<file path="src/rtl/sipo_pkg.sv">
// rtl/sipo_pkg.sv - shared types, defaults and sizing helper for the SIPO receiver
package sipo_pkg;

  typedef enum logic {
    IDLE  = 1'b0,
    ACCUM = 1'b1
  } sipo_state_t;

  localparam int DEFAULT_WIDTH = 4;

  // Width of bit_count: it only ever holds 0..WIDTH-1.
  function automatic int cnt_w(input int width);
    return $clog2(width);
  endfunction

endpackage

</file>
<file path="src/rtl/sipo_word_hold.sv">
// rtl/sipo_word_hold.sv - single-entry output register with valid/ready and sticky overflow
module sipo_word_hold
  import sipo_pkg::*;
#(
  parameter int WIDTH = DEFAULT_WIDTH
) (
  input  logic             clk,
  input  logic             reset,
  input  logic             word_valid,
  input  logic [WIDTH-1:0] word_data,
  input  logic             out_ready,
  input  logic             clear_overflow,
  output logic [WIDTH-1:0] parallel_out,
  output logic             out_valid,
  output logic             overflow
);

  logic consume;
  logic can_load;
  logic drop;

  // A word consumed on the same edge frees the slot, so back-to-back words are lossless.
  always_comb begin
    consume  = out_valid & out_ready;
    can_load = ~out_valid | out_ready;
    drop     = word_valid & ~can_load;
  end

  // Output register: load a completed word when the slot is free, else hold the old one.
  always_ff @(posedge clk) begin
    if (!reset) begin
      parallel_out <= '0;
      out_valid    <= 1'b0;
    end else if (word_valid && can_load) begin
      parallel_out <= word_data;
      out_valid    <= 1'b1;
    end else if (consume) begin
      out_valid    <= 1'b0;
    end
  end

  // Sticky overflow: a drop on the same edge as a clear keeps the flag set.
  always_ff @(posedge clk) begin
    if (!reset) begin
      overflow <= 1'b0;
    end else if (drop) begin
      overflow <= 1'b1;
    end else if (clear_overflow) begin
      overflow <= 1'b0;
    end
  end

endmodule

</file>
<file path="src/rtl/sipo_deserializer.sv">
// rtl/sipo_deserializer.sv - MSB-first serial-in parallel-out receiver with framing and output hold
module sipo_deserializer
  import sipo_pkg::*;
#(
  parameter int WIDTH = DEFAULT_WIDTH
) (
  input  logic             clk,
  input  logic             reset,
  input  logic             serial_in,
  input  logic             serial_valid,
  input  logic             frame_start,
  output logic [WIDTH-1:0] parallel_out,
  output logic             out_valid,
  input  logic             out_ready,
  output logic             busy,
  output logic             overflow,
  input  logic             clear_overflow
);

  localparam int CW = cnt_w(WIDTH);

  generate
    if (WIDTH < 2 || WIDTH > 32) begin : g_bad_width
      $error("sipo_deserializer: WIDTH must be in 2..32");
    end
  endgenerate

  sipo_state_t      state;
  sipo_state_t      state_nxt;
  logic [CW-1:0]    bit_count;
  logic [CW-1:0]    bit_count_nxt;
  logic [WIDTH-1:0] shift_reg;
  logic [WIDTH-1:0] shift_reg_nxt;
  logic [WIDTH-1:0] shifted;
  logic             word_done;

  // State register for the framing FSM, bit counter and shift register.
  always_ff @(posedge clk) begin
    if (!reset) begin
      state     <= IDLE;
      bit_count <= '0;
      shift_reg <= '0;
    end else begin
      state     <= state_nxt;
      bit_count <= bit_count_nxt;
      shift_reg <= shift_reg_nxt;
    end
  end

  // Next-state logic: frame_start resyncs from any state; gaps hold everything.
  always_comb begin
    state_nxt     = state;
    bit_count_nxt = bit_count;
    shift_reg_nxt = shift_reg;
    word_done     = 1'b0;
    shifted       = {shift_reg[WIDTH-2:0], serial_in};

    if (serial_valid) begin
      if (frame_start) begin
        // Partial word is discarded silently; the new MSB starts a fresh word.
        state_nxt     = ACCUM;
        bit_count_nxt = CW'(1);
        shift_reg_nxt = {{(WIDTH-1){1'b0}}, serial_in};
      end else begin
        shift_reg_nxt = shifted;
        case (state)
          IDLE: begin
            state_nxt     = ACCUM;
            bit_count_nxt = CW'(1);
          end
          ACCUM: begin
            if (bit_count == CW'(WIDTH - 1)) begin
              word_done     = 1'b1;
              state_nxt     = IDLE;
              bit_count_nxt = '0;
            end else begin
              bit_count_nxt = bit_count + CW'(1);
            end
          end
          default: begin
            state_nxt     = IDLE;
            bit_count_nxt = '0;
          end
        endcase
      end
    end
  end

  assign busy = (state == ACCUM);

  sipo_word_hold #(
    .WIDTH(WIDTH)
  ) u_word_hold (
    .clk           (clk),
    .reset         (reset),
    .word_valid    (word_done),
    .word_data     (shifted),
    .out_ready     (out_ready),
    .clear_overflow(clear_overflow),
    .parallel_out  (parallel_out),
    .out_valid     (out_valid),
    .overflow      (overflow)
  );

endmodule
</file>
<file path="config.mk">
export PLATFORM = sky130hd
export DESIGN_NAME = sipo_deserializer
export DESIGN_NICKNAME = d
export VERILOG_FILES = /design/src/rtl/sipo_pkg.sv /design/src/rtl/sipo_word_hold.sv /design/src/rtl/sipo_deserializer.sv
export SDC_FILE = /design/constraint.sdc
export NUM_CORES = 1
export LEC_CHECK = 0
export ABC_AREA = 0
export CORE_UTILIZATION = 32
export CTS_CLUSTER_SIZE = 16
export DETAILED_ROUTE_END_ITERATION = 7
export SLEW_MARGIN = 20
export SYNTH_ARGS = -nofsm -noshare
export SYNTH_HDL_FRONTEND = slang
export SYNTH_HIERARCHICAL = 1
export SYNTH_SLANG_ARGS = --single-unit
</file>
<file path="constraint.sdc">
create_clock -name clk -period 1.3 [get_ports clk]
set_clock_uncertainty 0.2 [all_clocks]
set_input_delay 0.26 -clock clk [delete_from_list [all_inputs] [get_ports clk]]
set_output_delay 0.26 -clock clk [all_outputs]
set_load 0.1 [all_outputs]
</file>
### Word level (Yosys, flattened, before mapping)

Index checks and enable logic that the tools add are counted.

| storage, ports and cells | value |
|---|---|
| logic and storage cells | 32 |
| memory bits (writable) | 0 |
| bits in read-only memories | 0 |
| bits in latches | 0 |
| register bits after elaboration | 12 |
| memories kept | 0 |
| output and inout port bits | 7 |

| cells by class | value |
|---|---|
| equality and inequality tests | 1 |
| $mul | 0 |
| divide/modulo/power cells | 0 |
| $lt $le $gt $ge | 0 |
| multiplexer cells | 15 |
| shifts and indexed selects | 0 |
| add/subtract/negate cells | 1 |
| bitwise logic cells | 6 |
| reductions and logical operators | 3 |

Operator list:

| cell | count |
|---|---|
| two-way mux 1 bit | 10 |
| two-way mux 2 bit | 2 |
| case mux 2 bit (2 select lines) | 1 |
| nonzero test 2 bit | 2 |
| two-way mux 3 bit | 1 |
| NOT 1 bit | 3 |
| adder 2 x 1 -> 2 bit (second input constant) | 1 |
| AND 1 bit | 2 |
| == test 2 bit (second input constant) | 1 |
| case mux 1 bit (2 select lines) | 1 |
| logical AND 1 bit | 1 |
| bitwise OR 1 bit | 1 |

### Longest topological paths before layout

Gate-level depths: netlist (run 1).

| logic depth | value |
|---|---|
| depth in word-level cells | 7 |
| depth in mapped cells | 5 |
| depth with buffers taken out | 4 |

### Hierarchy

The synthesis (run 1) kept the hierarchy.

By module, submodules not included:

| module | times used | cells each | area an instance (µm²) | seq. area each (µm²) |
|---|---|---|---|---|
| sipo_deserializer | 1 | 26 | 274.0 | 120.1 |
| sipo_word_hold | 1 | 26 | 254.0 | 120.1 |

### Least setup slack after synthesis (run 1)

No wires, ideal clock.

| path | value |
|---|---|
| kind | register to register |
| start | reg state (netlist: busy) |
| end | reg u_word_hold.parallel_out[0] |
| buffers on the path | 1 |
| library setup time | 0.072 ns |
| setup slack | -0.747 ns |
| cell stages (with the launch flop) | 5 |
| arrival time | 1.775 ns |
| cells stage by stage | dfxtp_1 and4b_4 nor2b_2 buf_6 mux2i_1 |

| between the ends | value |
|---|---|
| cells in the longest elaborated chain, start to end | 4 |

Ends and longest elaborated chain:

| element | line | text |
|---|---|---|
| start: declaration | sipo_deserializer.sv:28 | `sipo_state_t state;` |
| start signal: assignment | sipo_deserializer.sv:44 | `state <= state_nxt;` |
| two-way mux 1 bit | sipo_deserializer.sv:66 | `case (state)` |
| two-way mux 1 bit | sipo_deserializer.sv:59 | `if (frame_start) begin` |
| two-way mux 1 bit | sipo_deserializer.sv:58 | `if (serial_valid) begin` |
| named net word_done | sipo_deserializer.sv:35 | `logic word_done;` |
| logical AND 1 bit | sipo_word_hold.sv:34 | `end else if (word_valid && can_load) begin` |
| end signal: assignment | sipo_word_hold.sv:35 | `parallel_out <= word_data;` |
| end: declaration | sipo_word_hold.sv:13 | `output logic [WIDTH-1:0] parallel_out,` |

The timed path passes the listed nets, and every way through them passes these cells.
A chain may end at the register's enable or synchronous reset.

### Worst setup path after layout (run 1)

| path | value |
|---|---|
| start | reg bit_count[0] |
| end | reg u_word_hold.parallel_out[2] |

| between the ends | value |
|---|---|
| cells in the longest elaborated chain, start to end | 6 |

Ends and longest elaborated chain:

| element | line | text |
|---|---|---|
| start: declaration | sipo_deserializer.sv:30 | `logic [CW-1:0] bit_count;` |
| start signal: assignment | sipo_deserializer.sv:45 | `bit_count <= bit_count_nxt;` |
| == test 2 bit | sipo_deserializer.sv:72 | `if (bit_count == CW'(WIDTH - 1)) begin` |
| two-way mux 1 bit | sipo_deserializer.sv:72 |  |
| two-way mux 1 bit | sipo_deserializer.sv:66 |  |
| two-way mux 1 bit | sipo_deserializer.sv:59 |  |
| two-way mux 1 bit | sipo_deserializer.sv:58 |  |
| named net word_done | sipo_deserializer.sv:35 |  |
| logical AND 1 bit | sipo_word_hold.sv:34 |  |

The timed path passes the listed nets, and every way through them passes these cells.

==> impl_metrics.ini, run 1 <==
[global_route]
antenna_found_initial = 0
grt-ovfl-total = 0
grt_max_degree = 16
grt_pass1_wl_mm = 1.68
track_usage = 0.134
grt_pass1_vias = 404

[setup_path]
cp.required_ns = 1.30
worstPathArrival_ns = 1.39
worstPathMaxFanout = 4
critPathCaptureType = flip-flop
start_kind = flip-flop
critPathKind = flip-flop to flip-flop

[die]
fp.coreArea_mm2 = 0.00152
die_width_um = 42.6
die-area_mm2 = 0.00182
rows = 14
start_util = 0.346
ios = 14
dieHeight_um = 42.6

[status]
status = complete, but fails checks
failed_checks = negative setup slack

[power]
p_comb_frac = 0.138
p_leak_nw = 0.316
irDropWorstVdd_mv = 0.498
power_density_mw_per_mm2 = 864
p_int_w = 0.000547
power_w = 0.000731
seq_power_share = 0.519
p_clk_frac = 0.343
power.switching_w = 0.000184
switching_share = 0.252

[final_layout]
multi_input_area_um2 = 274
final_core_util = 0.555
drive_gt1_frac = 0.411
fin_cells = 89
syn2layout_area_growth_pct = 60.2
final_cell_mix = 8 x buf_12, 8 x nand2_1, 6 x dfxtp_2
num_antenna_cells = 0
seqCellArea_um2 = 255
final_nets = 82
largest_reg_flops = 4
fillers = 133

[clock_tree]
ctsHoldBuffers = 0
clockBufferDepth = 2
clkTransAtPathRegs_ns = 0.08
cts_root_buf = clkbuf_4
numCtsBuffers = 3
clock-sinks = 12
htreeDepth = 1
cts_tree = yes
insertion_delay_ns = 0.28

[yosys]
syn_inst = 52
yosys.area.top_type_share = 0.455
syn_area_um2 = 528
synth_cell_types = 22
postSynthAreaPerCell_um2 = 10.2
yosysTopAreaCell = dfxtp_1
yosys_warnings = 6
synth_nets = 60
ys_ff_latch = 12
synthTopCellsByArea = dfxtp_1 45%, mux2i_1 9.5%, nand2_1 5.7%
ys_seq_area_frac = 0.455

[route]
final_antenna_net_count = 0
post-route-drc-count = 0
first_pass_iters = 3
first_iter_violations = 1
vias_per_cell = 4.83
wl_mm = 1.01
wire_per_inst_um = 11.4
routed-via-count = 430

[timing]
report.final.hold_viol_count = 0
rsz0062_at_grt = yes
worst_pin_slew_ns = 0.198
drv_slew = 0
max_freq_mhz = 718
post-route-worst-setup-slack_ns = -0.0930
slew_headroom = 0.866
setup_viol = 6
holdWs_ns = 0.270
fin_crit_ns = 1.39
fin_crit_sh = 1.07

[worst_hold_path]
hold_path_class = flip-flop to flip-flop

[place]
dp_cells = 84
gp_congestion = 0.684
portBuffers = 13
place_hpwl_um = 700

[job]
drv_cap = 0
[path summary, 6_finish.rpt]
kind / startpoint / endpoint / slack (ns) / cells after the start
setup / recovery: bit_count[0] / u_word_hold/parallel_out[2] / -0.09 / 4
hold / removal: shift_reg[2] / u_word_hold/parallel_out[3] / 0.27 / 2
setup reg to reg: bit_count[0] / u_word_hold/parallel_out[2] / -0.09 / 4
hold reg to reg: shift_reg[2] / u_word_hold/parallel_out[3] / 0.27 / 2
[cells by family after synthesis]
logic type | Yosys count | share of synthesized area
AO/OA/AOI/OAI | 8 | 0.102
AND/OR/NAND/NOR | 22 | 0.265
buffers and inverters | 4 | 0.0592
adder cells (fa/ha/maj) | 1 | 0.0237
flip-flops | 12 | 0.455
multiplexers | 5 | 0.0948
[layout make-up]
cell class | instances | share of cell area
clock buffer | 4 | 0.0311
tap | 16 | 0.0237
multi-input combinational | 36 | 0.324
inverter | 1 | 0.00444
timing repair buffer | 20 | 0.315
sequential | 12 | 0.302
[Yosys cell counts]
cell and count:
mux2i_1 5, nor2b_1 3, and4b_4 1, o21a_1 1
buf_6 2, nor2b_4 1, dfxtp_1 12, nand2_1 8
a21boi_1 1, nand4b_1 1, nor2_2 1, o21ai_0 2
a41oi_1 1, or2_1 1, a21oi_1 1, ha_1 1
a21boi_0 2, nor2b_2 1, nand2b_1 3, buf_2 1
nand3b_1 2, inv_1 1
[critical path: stages (launching register included)]
cell and delay, ns:
dfxtp_2 0.36, ha_4 0.13, and4b_4 0.22, nor2b_4 0.21, mux2i_1 0.20
[what timing repair did]
action | in CTS | in global routing
pin swaps | 2 | 1
endpoints found under the hold margin | 0 | 0
gates resized for setup | 9 | 1
setup endpoints to repair | 11 | 12
buffers inserted | 1 | 0
[power by group through the flow]
stage / Sequential, W / Combinational (W) / Clock, W
floorplan: 0.000402 / 0.0000280 / 0
global placement: 0.000386 / 0.0000974 / 0
detailed placement: 0.000386 / 0.0000978 / 0
CTS: 0.000379 / 0.000101 / 0.000264
global route: 0.000380 / 0.000108 / 0.000283
finish: 0.000380 / 0.000101 / 0.000251
[routing by layer]
metal / vias up / track usage / wire length, um
met2: 12 / 0.200 / 472
met3: 3 / 0.0776 / 69
met1: 198 / 0.138 / 456
li1: 217 / - / -
met4: 0 / 0.0938 / 14
met5: - / 0 / 0
[through the flow]
stage | setup TNS [ns] | cell area [um^2] | setup slack, ns
CTS | -0.469 | 845 | -0.0981
detailed placement | -3.12 | 792 | -0.395
floorplan | -1.15 | 542 | -0.204
global placement | -3.00 | 792 | -0.401
global route | -0.793 | 846 | -0.163
finish | -0.411 | 846 | -0.0930
Note: power is estimated with default switching activity, not from simulation.
==> run 2, diff against run 1 <==
ABC_AREA = unset   (was 0)
CORE_UTILIZATION = 40   (was 32)
PLACE_DENSITY = 0.71   (was unset)
==> impl_metrics.ini, run 2 (synthesis gave the netlist of run 1 again) <==
[status]
status = complete, but fails checks
failed_checks = negative setup slack

[setup_path]
start_kind = flip-flop
critPathKind = flip-flop to flip-flop
critPathCapture = u_word_hold/parallel_out[2]
crit_slowest_cell = dfxtp_2
worstPathArrival_ns = 1.40
critPathLaunch = bit_count[1]
crit_path_max_incr_delay_ns = 0.36
r2r_slack_ns = -0.11
cp.required_ns = 1.30
r2r_cells = 4
path_cells = ha_4 -> and4b_4 -> nor2b_4 -> mux2i_1
critPathCaptureType = flip-flop
worstPathMaxFanout = 4
r2r-start = bit_count[1]
rr_endpoint = u_word_hold/parallel_out[2]

[power]
power_density_mw_per_mm2 = 908
irDropWorstVdd_mv = 0.511
p_leak_nw = 0.328
power_w = 0.000778

[global_route]
grt-ovfl-total = 0
grt_pass1_wl_mm = 1.73
antenna_found_initial = 0
grt_pass1_vias = 413
busiest_layer = met2
track_usage = 0.173
grtUsageMet1 = 0.205
met2_usage = 0.297
grt_use_met3 = 0.0349
grt_max_degree = 12

[route]
post-route-drc-count = 0
vias_per_cell = 5.09
first_pass_iters = 4
routed-via-count = 453
first_iter_violations = 5
wire_per_inst_um = 12.7
wl_mm = 1.13
final_antenna_net_count = 0

[timing]
fin_crit_ns = 1.41
post-route-worst-setup-slack_ns = -0.105
fin_crit_sh = 1.08
rsz0062_at_grt = yes
report.final.hold_viol_count = 0
worst_pin_slew_ns = 0.198
max_freq_mhz = 712
drv_slew = 0
setup_viol = 5
slew_headroom = 0.867

[final_layout]
multi_input_area_um2 = 274
fin_area_um2 = 857
largest_reg_flops = 4
drive_gt1_frac = 0.453
syn2layout_area_growth_pct = 62.3
final_core_util = 0.732
fillers = 84
final_nets = 84
seqCellArea_um2 = 256
final_cell_mix = 8 x buf_4, 8 x nand2_1, 7 x dfxtp_2, 7 x buf_12, 5 x mux2i_1
num_antenna_cells = 0

[clock_tree]
cts_root_buf = clkbuf_4
numCtsBuffers = 3
htreeDepth = 1
clkTransAtPathRegs_ns = 0.08
clock-sinks = 12
cts_tree = yes
insertion_delay_ns = 0.27
ctsHoldBuffers = 0
clockBufferDepth = 2

[die]
dieHeight_um = 38.3
die_width_um = 38.3
die-area_mm2 = 0.00147
start_util = 0.451
fp.coreArea_mm2 = 0.00117
ios = 14
rows = 12

[place]
place_area_um2 = 792
portBuffers = 13
dpl_worst_slack_ns = -0.403
gp_congestion = 0.723
place_hpwl_um = 755

[worst_hold_path]
hold_path_class = flip-flop to flip-flop

[job]
drv_cap = 0
run 2: changes by cell type in the layout (fill, tap and decap cells not counted), sizes merged:
| cell | previous run | this run |
|---|---|---|
| buf | 14 | 16 |
run 2: report_power, final:
part / switching [W] / internal (W)
sequential: 0.00000626 / 0.000373
combinational: 0.0000472 / 0.0000540
clock: 0.000128 / 0.000170
total: 0.000181 / 0.000597
run 2: worst min path at each step:
stage	startpoint	endpoint	slack, ns	depth (start not counted)
2_1_floorplan	reset	shift_reg[0]	0.19	1
3_3_place_gp	shift_reg[2]	u_word_hold/parallel_out[3]	0.26	2
3_5_place_dp	shift_reg[2]	u_word_hold/parallel_out[3]	0.26	2
4_1_cts	shift_reg[2]	u_word_hold/parallel_out[3]	0.27	2
5_1_grt	shift_reg[2]	u_word_hold/parallel_out[3]	0.29	2
6_report	shift_reg[2]	u_word_hold/parallel_out[3]	0.27	2
run 2: what timing repair did:
action                     4_1_cts  5_1_grt
gates resized for setup          8        3
cloned                           0        0
pin swaps                        0        2
setup endpoints to repair       11        9
setup buffers                    1        0
run 2: layout make-up:
cell class,instances,share of cell area
tap,14,0.0204
clock buffer,4,0.0423
timing repair buffer,22,0.314
inverter,1,0.00438
sequential,12,0.299
multi-input combinational,36,0.320
run 2: metal layers:
layer | up-vias | share of wire
met1 | 216 | 0.45
met2 | 14 | 0.48
met3 | 2 | 0.052
li1 | 221 | -
met4 | 0 | 0.0097
met5 | - | 0
run 2: per-stage QoR:
stage	setup TNS (ns)	std cells	hold WS [ns]
floorplan	-1.15	52	0.188
global placement	-2.94	84	0.259
detailed placement	-3.14	84	0.262
CTS	-0.558	89	0.273
global route	-0.767	89	0.293
finish	-0.418	89	0.275
run 2: critical path, delay by kind of cell (launching register included):
kind	cells	cell delay, ns
flops	1	0.36
mux	1	0.20
fa+ha+maj	1	0.14
simple gates	2	0.44
